File: src/rtl/xadc_pkg.sv
// Shared XADC DRP definitions: bus widths, channel addresses and the arbiter state type.
package xadc_pkg;

  localparam int DRP_ADDR_W = 7;
  localparam int DRP_DATA_W = 16;

  localparam logic [DRP_ADDR_W-1:0] TEMP_ADDR   = 7'h00;
  localparam logic [DRP_ADDR_W-1:0] VAUX15_ADDR = 7'h1F;
  localparam logic [DRP_ADDR_W-1:0] CFG0_ADDR   = 7'h40;

  typedef enum logic [1:0] {
    IDLE,
    ISSUE,
    WAIT_RDY,
    RESP
  } drp_arb_state_t;

endpackage

File: src/rtl/drp_rr_pick.sv
// Combinational round-robin picker: first asserted request at or above ptr, wrapping modulo NUM_REQ.
module drp_rr_pick #(
  parameter int NUM_REQ = 3,
  parameter int PTR_W   = $clog2(NUM_REQ)
) (
  input  logic [NUM_REQ-1:0] req,
  input  logic [PTR_W-1:0]   ptr,
  output logic               valid,
  output logic [PTR_W-1:0]   winner
);

  always_comb begin
    logic [PTR_W:0] idx;
    valid  = 1'b0;
    winner = '0;
    idx    = '0;
    for (int unsigned i = 0; i < NUM_REQ; i++) begin
      // One spare bit holds ptr+i before the modulo fold.
      idx = {1'b0, ptr} + (PTR_W+1)'(i);
      if (idx >= (PTR_W+1)'(NUM_REQ)) idx = idx - (PTR_W+1)'(NUM_REQ);
      if (!valid && req[idx[PTR_W-1:0]]) begin
        valid  = 1'b1;
        winner = idx[PTR_W-1:0];
      end
    end
  end

endmodule

File: src/rtl/xadc_drp_arbiter.sv
// Round-robin arbiter sharing one XADC DRP port between NUM_REQ requesters, with drdy watchdog.
module xadc_drp_arbiter
  import xadc_pkg::*;
#(
  parameter int NUM_REQ        = 3,
  parameter int TIMEOUT_CYCLES = 255,
  parameter int ADDR_W         = DRP_ADDR_W,
  parameter int DATA_W         = DRP_DATA_W
) (
  input  logic                      clk,
  input  logic                      reset,
  input  logic [NUM_REQ-1:0]        req,
  input  logic [NUM_REQ-1:0]        we,
  input  logic [NUM_REQ*ADDR_W-1:0] addr,
  input  logic [NUM_REQ*DATA_W-1:0] wdata,
  output logic [NUM_REQ-1:0]        ack,
  output logic [NUM_REQ-1:0]        err,
  output logic [DATA_W-1:0]         rdata,
  output logic                      busy,
  output logic                      drp_den,
  output logic                      drp_dwe,
  output logic [ADDR_W-1:0]         drp_daddr,
  output logic [DATA_W-1:0]         drp_di,
  input  logic [DATA_W-1:0]         drp_do,
  input  logic                      drp_drdy
);

  localparam int PW = $clog2(NUM_REQ);
  localparam int CW = $clog2(TIMEOUT_CYCLES + 1);
  localparam logic [CW-1:0] CNT_LAST = CW'(TIMEOUT_CYCLES - 1);
  localparam logic [PW-1:0] LAST_IDX = PW'(NUM_REQ - 1);

  drp_arb_state_t state, state_nxt;

  logic [PW-1:0]     ptr, win_q, pick;
  logic              pick_valid;
  logic [ADDR_W-1:0] addr_q;
  logic [DATA_W-1:0] wdata_q;
  logic              we_q;
  logic              err_q;
  logic [CW-1:0]     cnt;

  drp_rr_pick #(
    .NUM_REQ (NUM_REQ),
    .PTR_W   (PW)
  ) u_pick (
    .req    (req),
    .ptr    (ptr),
    .valid  (pick_valid),
    .winner (pick)
  );

  always_ff @(posedge clk or posedge reset) begin
    if (reset) state <= IDLE;
    else       state <= state_nxt;
  end

  always_comb begin
    state_nxt = state;
    case (state)
      IDLE:     if (pick_valid) state_nxt = ISSUE;
      ISSUE:    state_nxt = WAIT_RDY;
      WAIT_RDY: if (drp_drdy || cnt == CNT_LAST) state_nxt = RESP;
      RESP:     state_nxt = IDLE;
      default:  state_nxt = IDLE;
    endcase
  end

  always_ff @(posedge clk or posedge reset) begin
    if (reset) begin
      ptr     <= '0;
      win_q   <= '0;
      addr_q  <= '0;
      wdata_q <= '0;
      we_q    <= 1'b0;
      err_q   <= 1'b0;
      cnt     <= '0;
      rdata   <= '0;
    end else begin
      case (state)
        IDLE: begin
          if (pick_valid) begin
            win_q   <= pick;
            addr_q  <= addr[pick*ADDR_W +: ADDR_W];
            wdata_q <= wdata[pick*DATA_W +: DATA_W];
            we_q    <= we[pick];
          end
        end
        ISSUE: cnt <= '0;
        WAIT_RDY: begin
          // drdy on the limit cycle still wins over the timeout.
          if (drp_drdy) begin
            err_q <= 1'b0;
            if (!we_q) rdata <= drp_do;
          end else if (cnt == CNT_LAST) begin
            err_q <= 1'b1;
          end else begin
            cnt <= cnt + 1'b1;
          end
        end
        RESP: ptr <= (win_q == LAST_IDX) ? '0 : win_q + 1'b1;
        default: ;
      endcase
    end
  end

  always_comb begin
    ack = '0;
    err = '0;
    if (state == RESP) begin
      ack[win_q] = 1'b1;
      err[win_q] = err_q;
    end
  end

  assign busy      = (state != IDLE);
  assign drp_den   = (state == ISSUE);
  assign drp_dwe   = we_q;
  assign drp_daddr = addr_q;
  assign drp_di    = wdata_q;

endmodule
File: config.mk
export PLATFORM = sky130hd
export DESIGN_NAME = xadc_drp_arbiter
export DESIGN_NICKNAME = d
export VERILOG_FILES = /design/src/rtl/xadc_pkg.sv /design/src/rtl/drp_rr_pick.sv /design/src/rtl/xadc_drp_arbiter.sv
export SDC_FILE = /design/constraint.sdc
export NUM_CORES = 1
export LEC_CHECK = 0
export BUFFER_PORTS_ARGS = -buffer_cell sky130_fd_sc_hd__buf_2
export CAP_MARGIN = 20
export CORE_ASPECT_RATIO = 0.75
export CORE_MARGIN = 4
export CORE_UTILIZATION = 48
export CTS_CLUSTER_DIAMETER = 200
export DETAILED_ROUTE_END_ITERATION = 8
export GPL_TIMING_DRIVEN = 0
export PLACE_DENSITY = 0.81
export SYNTH_ARGS = -nofsm -noshare
export SYNTH_HDL_FRONTEND = slang
export SYNTH_SLANG_ARGS = --single-unit
File: constraint.sdc
create_clock -name clk -period 3.1 [get_ports clk]
set_input_delay 0.31 -clock clk [delete_from_list [all_inputs] [get_ports clk]]
set_output_delay 0.31 -clock clk [all_outputs]
set_load 0.02 [all_outputs]
==> results.md, run 1 <==
- Run status: complete, no violations
- Category of the most critical setup path: flip-flop to flip-flop
- CTS Buf Count: 5
- Final antenna-violating net count: 0
- Placer's final routability congestion estimate: 0.867
- Antenna fix cells: 0
- Initial Util: 0.504
- Pre-CTS WS: 281 ps
- Async SR Flop Fraction: 1.00
- Critical Path RT: 3300 ps
- Post-Syn Area: 3230 um2
- Syn Nets: 396
- Vias per std cell: 5.54
- Power per Cell Area: 1050 nW/um2
- Buf+Inv Stages, Crit Path: 3
- GR Overflow Total: 0
- Maxcap violations: 0
- Iteration count of the initial detailed-routing pass: 4
- Clk_skew: 10.5 ps
- Port bufs: 141
- Fin crit share: 0.905
- Crit path max fanout: 10
- Number of gates resized after CTS: 0
- Area of the multi-input gates: 1690 um2
- First-pass GRT wire length: 13,900 um
- Nets@finish: 545
- Max-slew headroom: 0.564
- Startpoint types: flip-flop
- Die Y-Extent: 79.0 um
- Setup violations, final: 0
- Synthesized instance count: 292
- Synth-to-Final Area Change: 28.6%
- Final WL: 8600 um
- Cell Chain, Critical Path: inv_1 > ha_1 > buf_6 > mux2i_1 > mux2_4 > mux2i_2 > buf_6 > mux2i_1 > o211ai_2
- Worst setup path startpoint: ptr[1]$_DFFE_PP0P_
- Syn_area_per_cell: 11.1 um2
- Largest net degree at the start of global routing: 34
- CTS Hold Bufs: 0
- DRC: 0
- RSZ-0062 raised after global routing: false
- Post-synthesis sequential area ratio: 0.426
- Slowest CP cell: mux2i_2
- Critical path capture point type: flip-flop
- FF+latch area: 1380 um2
- Distinct cells, synth: 47
- Final hold viol count: 0
- Largest delay share family, worst path: multiplexers
- Peak VDD IR: 0.530 mV
- I/O Pins: 142
- Total setup buffers inserted after CTS: 0
- Arrival time worst endpoint: 3000 ps
- Max incr delay on CP: 580 ps
- CORE AREA: 6410 um2
- Fmax: 356 MHz
- Ys Warns: 0
- Die Wd: 103 um
- Fill count: 490
- Non-Filler Instances: 523
- Worst r2r src: ptr[1]$_DFFE_PP0P_
- PnR worst setup slack: 294 ps
- Initial antenna violation count: 0
- Clk sinks: 55
- Die ar.: 8120 um2
- Count of final max-slew check failures: 0
- Seq cells post-synth: 55
- Share of cells above drive strength 1: 0.455
- Main synth FF type: dfrtp_1
- Min cycle time layout: 2810 ps
- Iter 0 DRT Violations: 100
- Hpwl dp: 6890 um
- H-tree Lvls: 2
- Most common cell after layout, fill and taps aside: buf_2
- Hold slack: 1.74 ps
- Post-Place Cells: 515
- Total global-route track usage: 0.217
- CTS Buffer Depth: 2
- Worst Tran Pin Value: 641 ps
- CTS tree: yes
- Number of synthesized flops with an enable pin: 0
- WL/cell: 16.4 um
- Most frequent cells in the layout: buf_2 (142), dfrtp_1 (55), nand2_1 (35)
- Post-layout util: 0.648
- Detailed-route via count: 2,896
- Clk slew on worst S/H paths: 110 ps
- Row cnt: 25
- Vias in the first global route: 2,901
- CTS Root Cell: clkbuf_8
- Hold Path Class: input port to async pin
- Clock latency on the worst-skew pair: 310 ps
- LEAKAGE: 2.13 nW
- Setup TNS: 0 ps
-- final timing paths --
check / depth (start not counted) / slack [ps] / end
min in group clk: 2 / 210 / err_q$_DFFE_PP0P_
max in group asynchronous: 3 / 2550 / win_q[0]$_DFFE_PP0P_
max: 9 / 290 / drp_di[3]$_DFFE_PP0P_
min reg2reg: 2 / 490 / drp_daddr[4]$_DFFE_PP0P_
min: 2 / 2 / rdata[0]$_DFFE_PP0P_
max reg2reg: 9 / 290 / drp_di[3]$_DFFE_PP0P_
-- where the power goes --
group | switching [W] | total (W) | internal, W
clock network | 0.000255 | 0.000423 | 0.000168
registers | 0.000181 | 0.00121 | 0.00103
logic | 0.00164 | 0.00274 | 0.00110
total | 0.00207 | 0.00437 | 0.00230
-- area by class of cell --
cell class | instances | area share
buffer | 18 | 0.0274
clock buffer | 5 | 0.0166
clock inverter | 3 | 0.00663
inverter | 13 | 0.0118
multi-input combinational | 206 | 0.407
sequential | 55 | 0.331
tap | 81 | 0.0244
timing repair buffer | 142 | 0.175
-- state kept, by name, summed over array words and instances, names as in the netlist --
register   flops
cnt            8
drp_daddr      7
drp_di        16
drp_dwe        1
err_q          1
ptr            2
rdata         16
state          2
win_q          2
-- cell usage after synthesis (2+ instances only) --
| cell type | count | area, um2 |
|---|---|---|
| ha_1 | 10 | 125 |
| o211ai_1 | 29 | 218 |
| and2_1 | 3 | 18.8 |
| dfrtp_1 | 55 | 1380 |
| o211ai_2 | 19 | 238 |
| clkbuf_1 | 11 | 41.3 |
| xnor2_1 | 3 | 26.3 |
| mux2i_2 | 3 | 41.3 |
| nand2_1 | 35 | 131 |
| inv_1 | 13 | 48.8 |
| nand3b_1 | 3 | 22.5 |
| a22o_1 | 2 | 17.5 |
| a21oi_1 | 3 | 15.0 |
| nand3_1 | 6 | 30.0 |
| a21o_1 | 3 | 22.5 |
| o21ai_0 | 3 | 15.0 |
| nor2_1 | 8 | 30.0 |
| mux2i_1 | 28 | 280 |
| o22ai_1 | 2 | 12.5 |
| buf_6 | 6 | 67.6 |
| mux2_2 | 17 | 191 |
| or3_1 | 2 | 12.5 |
| a211oi_1 | 3 | 22.5 |
| nor3_1 | 2 | 10.0 |
-- cell families after synthesis --
family	share of synthesized area
compound gates	0.218
xor+xnor	0.00814
fa+ha+maj	0.0387
buf+inv	0.0504
flops	0.426
mux	0.164
simple gates	0.0953
-- through the flow --
stage	area, um2	power (W)
after CTS	4150	0.00440
after global routing	4150	0.00470
after detailed placement	4060	0.00398
final	4150	0.00437
after floorplan	3230	0.00322
after global placement	4040	0.00387
-- routing by layer --
metal,vias up,GRT usage,part of all wire
met3,18,0.0430,0.067
li1,1384,-,-
met1,1375,0.296,0.42
met4,0,0.0642,0.023
met5,-,0,0
met2,119,0.351,0.48
Note: power is estimated with default switching activity, not from simulation.
==> inputs of run 2 (changes only) <==
--- a/config.mk
+++ b/config.mk
@@ -6,14 +6,13 @@
 export NUM_CORES = 1
 export LEC_CHECK = 0
 export BUFFER_PORTS_ARGS = -buffer_cell sky130_fd_sc_hd__buf_2
-export CAP_MARGIN = 20
 export CORE_ASPECT_RATIO = 0.75
 export CORE_MARGIN = 4
 export CORE_UTILIZATION = 48
 export CTS_CLUSTER_DIAMETER = 200
 export DETAILED_ROUTE_END_ITERATION = 8
 export GPL_TIMING_DRIVEN = 0
-export PLACE_DENSITY = 0.81
+export PLACE_DENSITY_LB_ADDON = 0.15
 export SYNTH_ARGS = -nofsm -noshare
 export SYNTH_HDL_FRONTEND = slang
 export SYNTH_SLANG_ARGS = --single-unit
==> constraint.sdc (replaced) <==
create_clock -name clk -period 2.8 [get_ports clk]
set_input_delay 0.28 -clock clk [delete_from_list [all_inputs] [get_ports clk]]
set_output_delay 0.28 -clock clk [all_outputs]
set_load 0.02 [all_outputs]
==> run 2 against run 1 <==
  * Final cell count rose by 0.19%
  * Sequential cell count did not move
  * Global-route usage fell by 0.22 points
  * Non-clock buffer count rose by 1
  * Largest cell class unchanged
  * Die area did not move
  * Sequential share of layout area fell by 0.13 points
  * Critical path depth did not move
  * Clock power rose by 9.0%
  * Via count fell by 1.3%
==> results.md, run 2 (synthesis gave the netlist of run 1 again) <==
- Count of final max-slew check failures: 0 (unchanged)
- Clk pwr share: 0.095 (was 0.097)
- Critical path capture point type: flip-flop (unchanged)
- Fill count: 558 (was 490)
- Min cycle time layout: 2600 ps (was 2810 ps)
- Setup violations, final: 0 (unchanged)
- Fmax: 385 MHz (was 356 MHz)
- Die Wd: 103 um (unchanged)
- Most frequent cells in the layout: buf_2 (142), dfrtp_1 (55), nand2_1 (35) (unchanged)
- Non-Filler Instances: 524 (was 523)
- Largest net degree at the start of global routing: 35 (was 34)
- Final Power: 0.00484 W (was 0.00437 W)
- Sw Share: 0.473 (was 0.474)
- GR Overflow Total: 0 (unchanged)
- Row cnt: 25 (unchanged)
- CTS Buffer Depth: 2 (unchanged)
- Iter 0 DRT Violations: 122 (was 100)
- CTS tree: yes (unchanged)
- Placer's final routability congestion estimate: 0.833 (was 0.867)
- CP endpoint: drp_di[1]$_DFFE_PP0P_ (was drp_di[3]$_DFFE_PP0P_)
- Psw: 0.00229 W (was 0.00207 W)
- First-pass GRT wire length: 13,900 um (about the same)
- Share of cells above drive strength 1: 0.454 (was 0.455)
- Maxcap violations: 0 (unchanged)
- Fin crit share: 0.928 (was 0.905)
- Peak VDD IR: 0.531 mV (was 0.530 mV)
- Initial Util: 0.504 (unchanged)
- Post-Place Cells: 515 (unchanged)
- Int Pwr: 0.00255 W (was 0.00230 W)
- Power per Cell Area: 1160 nW/um2 (was 1050 nW/um2)
- Antenna fix cells: 0 (unchanged)
- Die ar.: 8120 um2 (unchanged)
- Worst Tran Pin Value: 541 ps (was 641 ps)
- Path depth of the worst reg2reg path: 9 (unchanged)
- CTS Buf Count: 5 (unchanged)
- Setup TNS: 0 ps (unchanged)
- Total setup buffers inserted after CTS: 0 (unchanged)
- Most common cell after layout, fill and taps aside: buf_2 (unchanged)
- Port bufs: 141 (unchanged)
- Hpwl dp: 6750 um (was 6890 um)
- Clk slew on worst S/H paths: 110 ps (about the same)
- Synth-to-Final Area Change: 29.1% (was 28.6%)
- Critical Path RT: 2980 ps (was 3300 ps)
- Worst setup path startpoint: ptr[1]$_DFFE_PP0P_ (unchanged)
- Comb power frac: 0.627 (was 0.626)
- I/O Pins: 142 (unchanged)
- Initial antenna violation count: 0 (unchanged)
- Detailed-route via count: 2,857 (was 2,896)
- Die Y-Extent: 79.0 um (unchanged)
- Final antenna-violating net count: 0 (unchanged)
- Vias in the first global route: 2,925 (was 2,901)
- Arrival time worst endpoint: 2780 ps (was 3000 ps)
- Vias per std cell: 5.45 (was 5.54)
- Final WL: 8490 um (was 8600 um)
- R2R Setup Slk: 200 ps (was 290 ps)
- Area post-placement: 4060 um2 (unchanged)
- Run status: complete, no violations (unchanged)
- Startpoint types: flip-flop (unchanged)
- CTS Root Cell: clkbuf_8 (unchanged)
- RSZ-0062 raised after global routing: false (unchanged)
- Iteration count of the initial detailed-routing pass: 4 (unchanged)
- Clk sinks: 55 (unchanged)
- Sequential share of power: 0.278 (about the same)
- CORE AREA: 6410 um2 (unchanged)
- FF-to-FF End: drp_di[1]$_DFFE_PP0P_ (was drp_di[3]$_DFFE_PP0P_)
- Hold Path Class: input port to flip-flop (was input port to async pin)
- Category of the most critical setup path: flip-flop to flip-flop (unchanged)
- Max-slew headroom: 0.640 (was 0.564)
- Crit path max fanout: 10 (unchanged)
- WL/cell: 16.2 um (was 16.4 um)
- Final hold viol count: 0 (unchanged)
- Finished Cell Area: 4170 um2 (was 4150 um2)
- H-tree Lvls: 2 (unchanged)
- Worst r2r src: ptr[1]$_DFFE_PP0P_ (unchanged)
- Clk_skew: 11.3 ps (was 10.5 ps)
- DRC: 0 (unchanged)
- Clock latency on the worst-skew pair: 310 ps (about the same)
- Nets@finish: 546 (was 545)
- Total global-route track usage: 0.215 (was 0.217)
- LEAKAGE: 2.14 nW (was 2.13 nW)
[run 2: changes by cell type in the layout (fill, tap and decap cells not counted), sizes merged]
| cell | change |
|---|---|
| dlygate4sd3 | +1 |
[run 2: layer usage]
| metal | vias to the layer above | wire, um | track usage |
|---|---|---|---|
| li1 | 1386 | - | - |
| met1 | 1373 | 3730 | 0.298 |
| met2 | 92 | 4130 | 0.347 |
| met3 | 6 | 539 | 0.0500 |
| met4 | 0 | 82 | 0.0406 |
| met5 | - | 0 | 0 |
[run 2: power by group through the flow]
stage	Sequential (W)	Clock (W)	Combinational, W
2_1_floorplan	0.00169	0	0.00187
3_3_place_gp	0.00134	0	0.00296
3_5_place_dp	0.00135	0	0.00304
4_1_cts	0.00134	0.000480	0.00306
5_1_grt	0.00139	0.000511	0.00331
6_report	0.00134	0.000461	0.00304
[run 2: stage by stage]
| stage | setup slack [ps] | hold WS, ps | utilization |
|---|---|---|---|
| after floorplan | 488 | 370 | - |
| after detailed placement | 11.6 | 335 | 0.633 |
| after CTS | 55.0 | 182 | 0.650 |
| final | 200 | 193 | 0.650 |
| after global placement | 66.4 | 466 | 0.629 |
| after global routing | 59.9 | 177 | 0.650 |
[run 2: worst min path at each step]
stage | startpoint | to | depth (start not counted)
3_3_place_gp | drp_daddr[4]$_DFFE_PP0P_ | drp_daddr[4]$_DFFE_PP0P_ | 2
6_report | drp_do[10] | rdata[10]$_DFFE_PP0P_ | 2
4_1_cts | drp_drdy | err_q$_DFFE_PP0P_ | 2
2_1_floorplan | drp_drdy | err_q$_DFFE_PP0P_ | 1
3_5_place_dp | reset | rdata[13]$_DFFE_PP0P_ | 2
5_1_grt | drp_drdy | err_q$_DFFE_PP0P_ | 2
[run 2: layout make-up]
class	count	area [um2]	share of cell area
buffer	18	114	0.0273
clock buffer	5	68.8	0.0165
clock inverter	3	25.0	0.00600
inverter	13	48.8	0.0117
multi-input combinational	206	1700	0.408
sequential	55	1380	0.330
tap	81	101	0.0243
timing repair buffer	143	736	0.176
[run 2: critical path, cell delays in order (launching register included)]
cell	delay (ps)
dfrtp_1	410
inv_1	110
ha_1	170
buf_6	140
mux2i_1	340
mux2_4	270
mux2i_4	430
buf_6	240
mux2i_1	280
o211ai_2	90
[run 2: repair_timing]
item,in CTS,in global routing
endpoints found under the setup margin,1,20
hold buffers,1,0
resized for setup,1,1
endpoints found under the hold margin,13,0
gates cloned,0,0
